===== config.mk =====
export PLATFORM = sky130hd
export DESIGN_NAME = csr_int_unit
export DESIGN_NICKNAME = d
export VERILOG_FILES = /design/src/rtl/csr_int_unit.sv
export SDC_FILE = /design/constraint.sdc
export NUM_CORES = 1
export LEC_CHECK = 0
export ABC_AREA = 1
export CAP_MARGIN = 30
export CORE_UTILIZATION = 30
export CTS_BUF_LIST = sky130_fd_sc_hd__clkbuf_16
export DETAILED_ROUTE_END_ITERATION = 6
export GPL_TIMING_DRIVEN = 1
export MAX_ROUTING_LAYER = met4
export PLACE_DENSITY = 0.51
export SLEW_MARGIN = 20
export SYNTH_ARGS = -nofsm -noshare
export SYNTH_HDL_FRONTEND = slang
export SYNTH_SLANG_ARGS = --single-unit

===== constraint.sdc =====
create_clock -name clk -period 1.6 [get_ports clk]
set_input_delay 0.16 -clock clk [delete_from_list [all_inputs] [get_ports clk]]
set_output_delay 0.16 -clock clk [all_outputs]
set_load 0.05 [all_outputs]

===== src/rtl/csr_int_unit.sv =====
// csr_int_unit: owns ECFG.LIE, ESTAT.IS, TCFG/TVAL/TICLR, runs the constant timer and raises int_req to WB.
// Optional macro IPI_EN adds ipi_int_in (into ESTAT.IS[12]) and makes ECFG.LIE[12] writable.
module csr_int_unit #(
  parameter int TIMER_W = 32
) (
  input  logic        clk,
  input  logic        reset,
  input  logic        csr_we,
  input  logic [13:0] csr_addr,
  input  logic [31:0] csr_wdata,
  input  logic [31:0] csr_wmask,
  output logic [31:0] csr_rdata,
  input  logic [7:0]  hw_int_in,
`ifdef IPI_EN
  input  logic        ipi_int_in,
`endif
  input  logic        crmd_ie,
  input  logic        int_ack,
  input  logic        ertn_flush,
  output logic        int_req,
  output logic [1:0]  csr_ecfg_lie_soft,
  output logic        timer_int
);
  localparam logic [13:0] ADDR_ECFG  = 14'h004;
  localparam logic [13:0] ADDR_ESTAT = 14'h005;
  localparam logic [13:0] ADDR_TCFG  = 14'h041;
  localparam logic [13:0] ADDR_TVAL  = 14'h042;
  localparam logic [13:0] ADDR_TICLR = 14'h044;
`ifdef IPI_EN
  localparam logic [12:0] LIE_WMASK = 13'h1BFF;
`else
  localparam logic [12:0] LIE_WMASK = 13'h0BFF;
`endif

  typedef enum logic [1:0] {T_OFF, T_RUN, T_DONE} tstate_e;
  typedef enum logic [1:0] {R_IDLE, R_REQ, R_WAIT} rstate_e;

  logic [12:0]        lie_q, lie_d;
  logic [1:0]         is_sw_q, is_sw_d;
  logic [7:0]         is_hw_q, is_hw_d;
  logic               ti_q, ti_d;
  logic               is_ipi;
  logic [TIMER_W-1:0] tcfg_q, tcfg_d;
  logic [TIMER_W-1:0] tval_q, tval_d;
  tstate_e            tstate_q, tstate_d;
  rstate_e            rstate_q, rstate_d;

  logic               wr_ecfg, wr_estat, wr_tcfg, ticlr_clr, ti_set, pending;
  logic [12:0]        lie_new, is_vec;
  logic [1:0]         is_sw_new;
  logic [TIMER_W-1:0] tcfg_new;

  assign wr_ecfg   = csr_we && (csr_addr == ADDR_ECFG);
  assign wr_estat  = csr_we && (csr_addr == ADDR_ESTAT);
  assign wr_tcfg   = csr_we && (csr_addr == ADDR_TCFG);
  assign ticlr_clr = csr_we && (csr_addr == ADDR_TICLR) && csr_wdata[0] && csr_wmask[0];

  assign lie_new   = (csr_wdata[12:0] & csr_wmask[12:0]) | (lie_q & ~csr_wmask[12:0]);
  assign is_sw_new = (csr_wdata[1:0] & csr_wmask[1:0]) | (is_sw_q & ~csr_wmask[1:0]);
  assign tcfg_new  = (csr_wdata[TIMER_W-1:0] & csr_wmask[TIMER_W-1:0]) |
                     (tcfg_q & ~csr_wmask[TIMER_W-1:0]);

`ifdef IPI_EN
  logic is_ipi_q, is_ipi_d;
  assign is_ipi_d = ipi_int_in;
  always_ff @(posedge clk) begin
    if (reset) is_ipi_q <= 1'b0;
    else       is_ipi_q <= is_ipi_d;
  end
  assign is_ipi = is_ipi_q;
`else
  assign is_ipi = 1'b0;
`endif

  assign is_vec  = {is_ipi, ti_q, 1'b0, is_hw_q, is_sw_q};
  assign pending = (|(is_vec & lie_q)) & crmd_ie;

  // CSR field updates and constant timer; a TCFG write pre-empts expiry in the same cycle
  always_comb begin
    lie_d    = lie_q;
    is_sw_d  = is_sw_q;
    is_hw_d  = hw_int_in;
    tcfg_d   = tcfg_q;
    tval_d   = tval_q;
    tstate_d = tstate_q;
    ti_set   = 1'b0;
    if (wr_ecfg)  lie_d   = lie_new & LIE_WMASK;
    if (wr_estat) is_sw_d = is_sw_new;
    if (wr_tcfg) begin
      tcfg_d = tcfg_new;
      if (tcfg_new[0]) begin
        tval_d   = {tcfg_new[TIMER_W-1:2], 2'b00};
        tstate_d = T_RUN;
      end else begin
        tstate_d = T_OFF;
      end
    end else if (tstate_q == T_RUN) begin
      if (tval_q == '0) begin
        ti_set = 1'b1;
        if (tcfg_q[1]) tval_d   = {tcfg_q[TIMER_W-1:2], 2'b00};
        else           tstate_d = T_DONE;
      end else begin
        tval_d = tval_q - TIMER_W'(1);
      end
    end
    ti_d = ti_set | (ti_q & ~ticlr_clr);
  end

  // Request handshake: an ack taken together with a pending drop still goes to WAIT
  always_comb begin
    rstate_d = rstate_q;
    case (rstate_q)
      R_IDLE: if (pending) rstate_d = R_REQ;
      R_REQ: begin
        if (int_ack)       rstate_d = R_WAIT;
        else if (!pending) rstate_d = R_IDLE;
      end
      R_WAIT: if (ertn_flush) rstate_d = R_IDLE;
      default: rstate_d = R_IDLE;
    endcase
  end

  always_ff @(posedge clk) begin
    if (reset) begin
      lie_q    <= '0;
      is_sw_q  <= '0;
      is_hw_q  <= '0;
      ti_q     <= 1'b0;
      tcfg_q   <= '0;
      tval_q   <= '1;
      tstate_q <= T_OFF;
      rstate_q <= R_IDLE;
    end else begin
      lie_q    <= lie_d;
      is_sw_q  <= is_sw_d;
      is_hw_q  <= is_hw_d;
      ti_q     <= ti_d;
      tcfg_q   <= tcfg_d;
      tval_q   <= tval_d;
      tstate_q <= tstate_d;
      rstate_q <= rstate_d;
    end
  end

  always_comb begin
    csr_rdata = '0;
    case (csr_addr)
      ADDR_ECFG:  csr_rdata = 32'(lie_q);
      ADDR_ESTAT: csr_rdata = 32'(is_vec);
      ADDR_TCFG:  csr_rdata = 32'(tcfg_q);
      ADDR_TVAL:  csr_rdata = 32'(tval_q);
      default:    csr_rdata = '0;
    endcase
  end

  assign int_req           = (rstate_q == R_REQ);
  assign csr_ecfg_lie_soft = lie_q[1:0];
  assign timer_int         = ti_q;

endmodule


==> out/qor.yml <==
clock_tree:
  cts_sinks: 90
  clock_latency_ns: 0.36
  ctsHtreeMaxLevel: 3
  root_buffer: "clkbuf_16"
  cts_buffers: 9
  cts_tree: "done"
  hold_buffers: 0
  clk_pin_slew_worst_paths_ns: 0.07
  clock_path_buffers: 2
die:
  fp.dieW_um: 141
  die_area_um2: 20000
  die_y_um: 141
  fp.coreArea_um2: 18900
  fp-row-count: 50
  io_pins: 128
  initial_core_util_pct: 30.9
timing:
  slew_violations: 0
  final_hold_viol_count: 0
  tns_ns: -5.22
  skew_ns: 0.00927
  setup_ws_ns: -0.188
  max_freq_mhz: 559
  setup_viol: 51
  relSlewSlack_pct: 66.7
  max_slew.worst_pin.slew_ns: 0.499
  finalCritPeriodShare_pct: 112
  grt_setup_unrepaired: "true"
  final.min_clock_period_ns: 1.79
worst_setup_path:
  path_common_cell: "nand2_1"
  cp_num_buf_inv: 4
  cp_top_family: "simple AND/OR/NAND/NOR gates"
  slowest_stage: "dfxtp_4"
  crit_path_start_kind: "flip-flop"
  worstPathMaxFanout: 5
  crit_required_ns: 1.89
  critical_path_class: "reg -> reg"
  cp.arrival_ns: 2.08
  slowest_delay_ns: 0.36
  worstPathCellList: "inv_4, ha_4, buf_4, nand2_1, nor2_1, nand2_2, nor2_4, nand3_2, nand2_4, buf_8, clkbuf_16, a21oi_1, nand2_1"
  worstSetupEndpointType: "flip-flop"
place:
  gp_congestion: 0.925
  placed_cell_area_um2: 9030
  dp.final_hpwl_um: 16900
  port_buffers: 127
power:
  ir_drop_uv: 457
  power_leakage_nw: 4.40
  p_total_mw: 5.08
  powerDensity_nw_per_um2: 471
logic_synthesis:
  netlist_instances: 979
  yosysUniqueCellTypes: 32
  syn_area_um2: 5830
  synthArstFlopShare_pct: 0
  synth_compound_area_share_pct: 17.0
  ys_warn_count: 0
  syn_nets: 1073
  synth_top_family_by_area: "simple AND/OR/NAND/NOR gates"
  avgSynthCellArea_um2: 5.95
  yosys.area_share.simple_pct: 39.0
  synth_mux_area_share_pct: 0
  synth_edf_count: 0
  seq_area_frac_synth_pct: 30.9
  synth_xor_area_share_pct: 0.751
  synth_flop_cell: "dfxtp_1"
  ys_ff_latch: 90
  synthAdderAreaFrac_pct: 0.429
routing:
  first_iter_violations: 447
  viasPerCell: 4.75
  dr_total_vias: 7339
  totalWireLength_um: 23600
  route.detailed.wl_per_inst_um: 15.3
  ant_nets: 0
  drc_errors: 0
  first_pass_iters: 5
worst_hold_path:
  hold_path.class: "in -> reg"
global_routing:
  grt_pass1_vias: 7046
  grt_remaining_overflow: 0
  grt_usage_pct: 23.8
  grt_max_degree: 43
  grt_pass1_wl_um: 36000
  grt_antenna_before_repair: 0
cells_and_area:
  nets: 1373
  nFillCells: 1814
  syn2layout_area_growth_pct: 84.9
  n_antenna_cell: 0
  drive_gt1_share_pct: 35.5
  post-route-cell-area_um2: 10800
run_status:
  violations: "negative setup slack"
  status: "complete, but fails checks"
flow_run:
  maxCapViolations: 0
-- timing repair --
action	in CTS	in global routing
pin swaps	49	61
gates resized for setup	195	87
gates cloned	5	6
buffers inserted	47	7
setup endpoints to repair	76	65
hold endpoints to repair	0	0
-- through the flow --
step / hold WS [ns] / setup slack [ns] / std cells / utilization (%)
2_1_floorplan: 0.267 / -0.0131 / 979 / -
5_1_grt: 0.195 / -0.267 / 1544 / 57.1
3_3_place_gp: 0.444 / -0.473 / 1466 / 47.8
3_5_place_dp: 0.446 / -0.494 / 1466 / 47.8
4_1_cts: 0.258 / -0.0884 / 1533 / 54.4
6_report: 0.170 / -0.188 / 1544 / 57.1
-- layout make-up --
| class | count | area (µm²) | share of cell area, % |
|---|---|---|---|
| multi-input cells | 731 | 4320 | 40.1 |
| repair buffers | 324 | 3520 | 32.6 |
| flip-flops and latches | 90 | 1820 | 16.9 |
| inverters | 123 | 472 | 4.38 |
| well taps | 260 | 325 | 3.02 |
| clock buffers | 9 | 225 | 2.09 |
| clock inverters | 7 | 98.8 | 0.917 |
-- cells by family after synthesis --
kind of cell    Yosys count
compound gates          182
xor+xnor                  5
fa+ha+maj                 2
buf+inv                 159
flops                    90
simple gates            541
-- worst paths after layout --
| path | end | from | cells past startpoint | slack [ns] |
|---|---|---|---|---|
| hold reg to reg | flip-flop | flip-flop | 2 | 0.46 |
| setup reg to reg | tval_q[15] | tval_q[1] | 13 | -0.19 |
| hold / removal | flip-flop | csr_wmask[0] | 3 | 0.17 |
| setup / recovery | tval_q[15] | tval_q[1] | 13 | -0.19 |
-- cell usage after synthesis (3+ instances only) --
cell type / n / area (µm²)
clkbuf_1: 8 / 30.0
or2_2: 9 / 56.3
nand2_2: 3 / 18.8
buf_6: 6 / 67.6
dfxtp_1: 90 / 1800
nand4_1: 15 / 93.8
nand2_1: 343 / 1290
inv_1: 121 / 454
buf_1: 4 / 15.0
buf_2: 9 / 45.0
o2111ai_1: 3 / 26.3
xor2_1: 5 / 43.8
buf_4: 8 / 60.1
o21ai_0: 58 / 290
nand3_1: 61 / 305
nor2_2: 6 / 37.5
a21oi_1: 70 / 350
nor2_4: 3 / 33.8
o21a_1: 3 / 22.5
nor2_1: 93 / 349
o22ai_1: 46 / 288
-- routing by layer --
layer,GRT usage (%),wire (µm),vias to the layer above
met1,30.1,11000,3347
met2,39.4,11100,192
li1,-,-,3764
met4,8.72,617,0
met3,2.60,892,36
met5,-,0,-
-- placed cells by master, fill, tap and decap left out, types with 2 or more instances in the layout --
master,n
nand3_4,5
o21ai_0,52
inv_2,12
buf_2,7
dfxtp_1,74
nand3_1,45
clkdlybuf4s50_1,75
buf_16,5
buf_8,3
a21oi_1,66
o21a_1,3
o22ai_1,9
nor2_2,23
o22ai_2,15
a21oi_2,4
xor2_1,5
nand2_2,28
o21ai_1,5
inv_6,2
inv_4,4
nand2_1,311
buf_6,30
o2111ai_4,3
clkbuf_16,13
dfxtp_2,15
or2_4,8
buf_4,151
nand3_2,12
nand2_4,6
bufinv_16,2
buf_12,46
o22ai_4,22
nand4_1,15
nand2_8,4
nor2_1,55
inv_1,107
nor2_4,24
-- tightest hold or removal path, stage by stage --
cell and delay (ns):
dlymetal6s2s_1 0.16, nand2_1 0.09, a21oi_1 0.06
-- where the power goes --
group	switching, mW	leakage (nW)	internal (mW)
clock network	1.00	0.156	1.38
logic	0.176	3.52	0.265
registers	0.00311	0.721	2.25
total	1.18	4.40	3.89
Note: power is estimated with default switching activity, not from simulation.
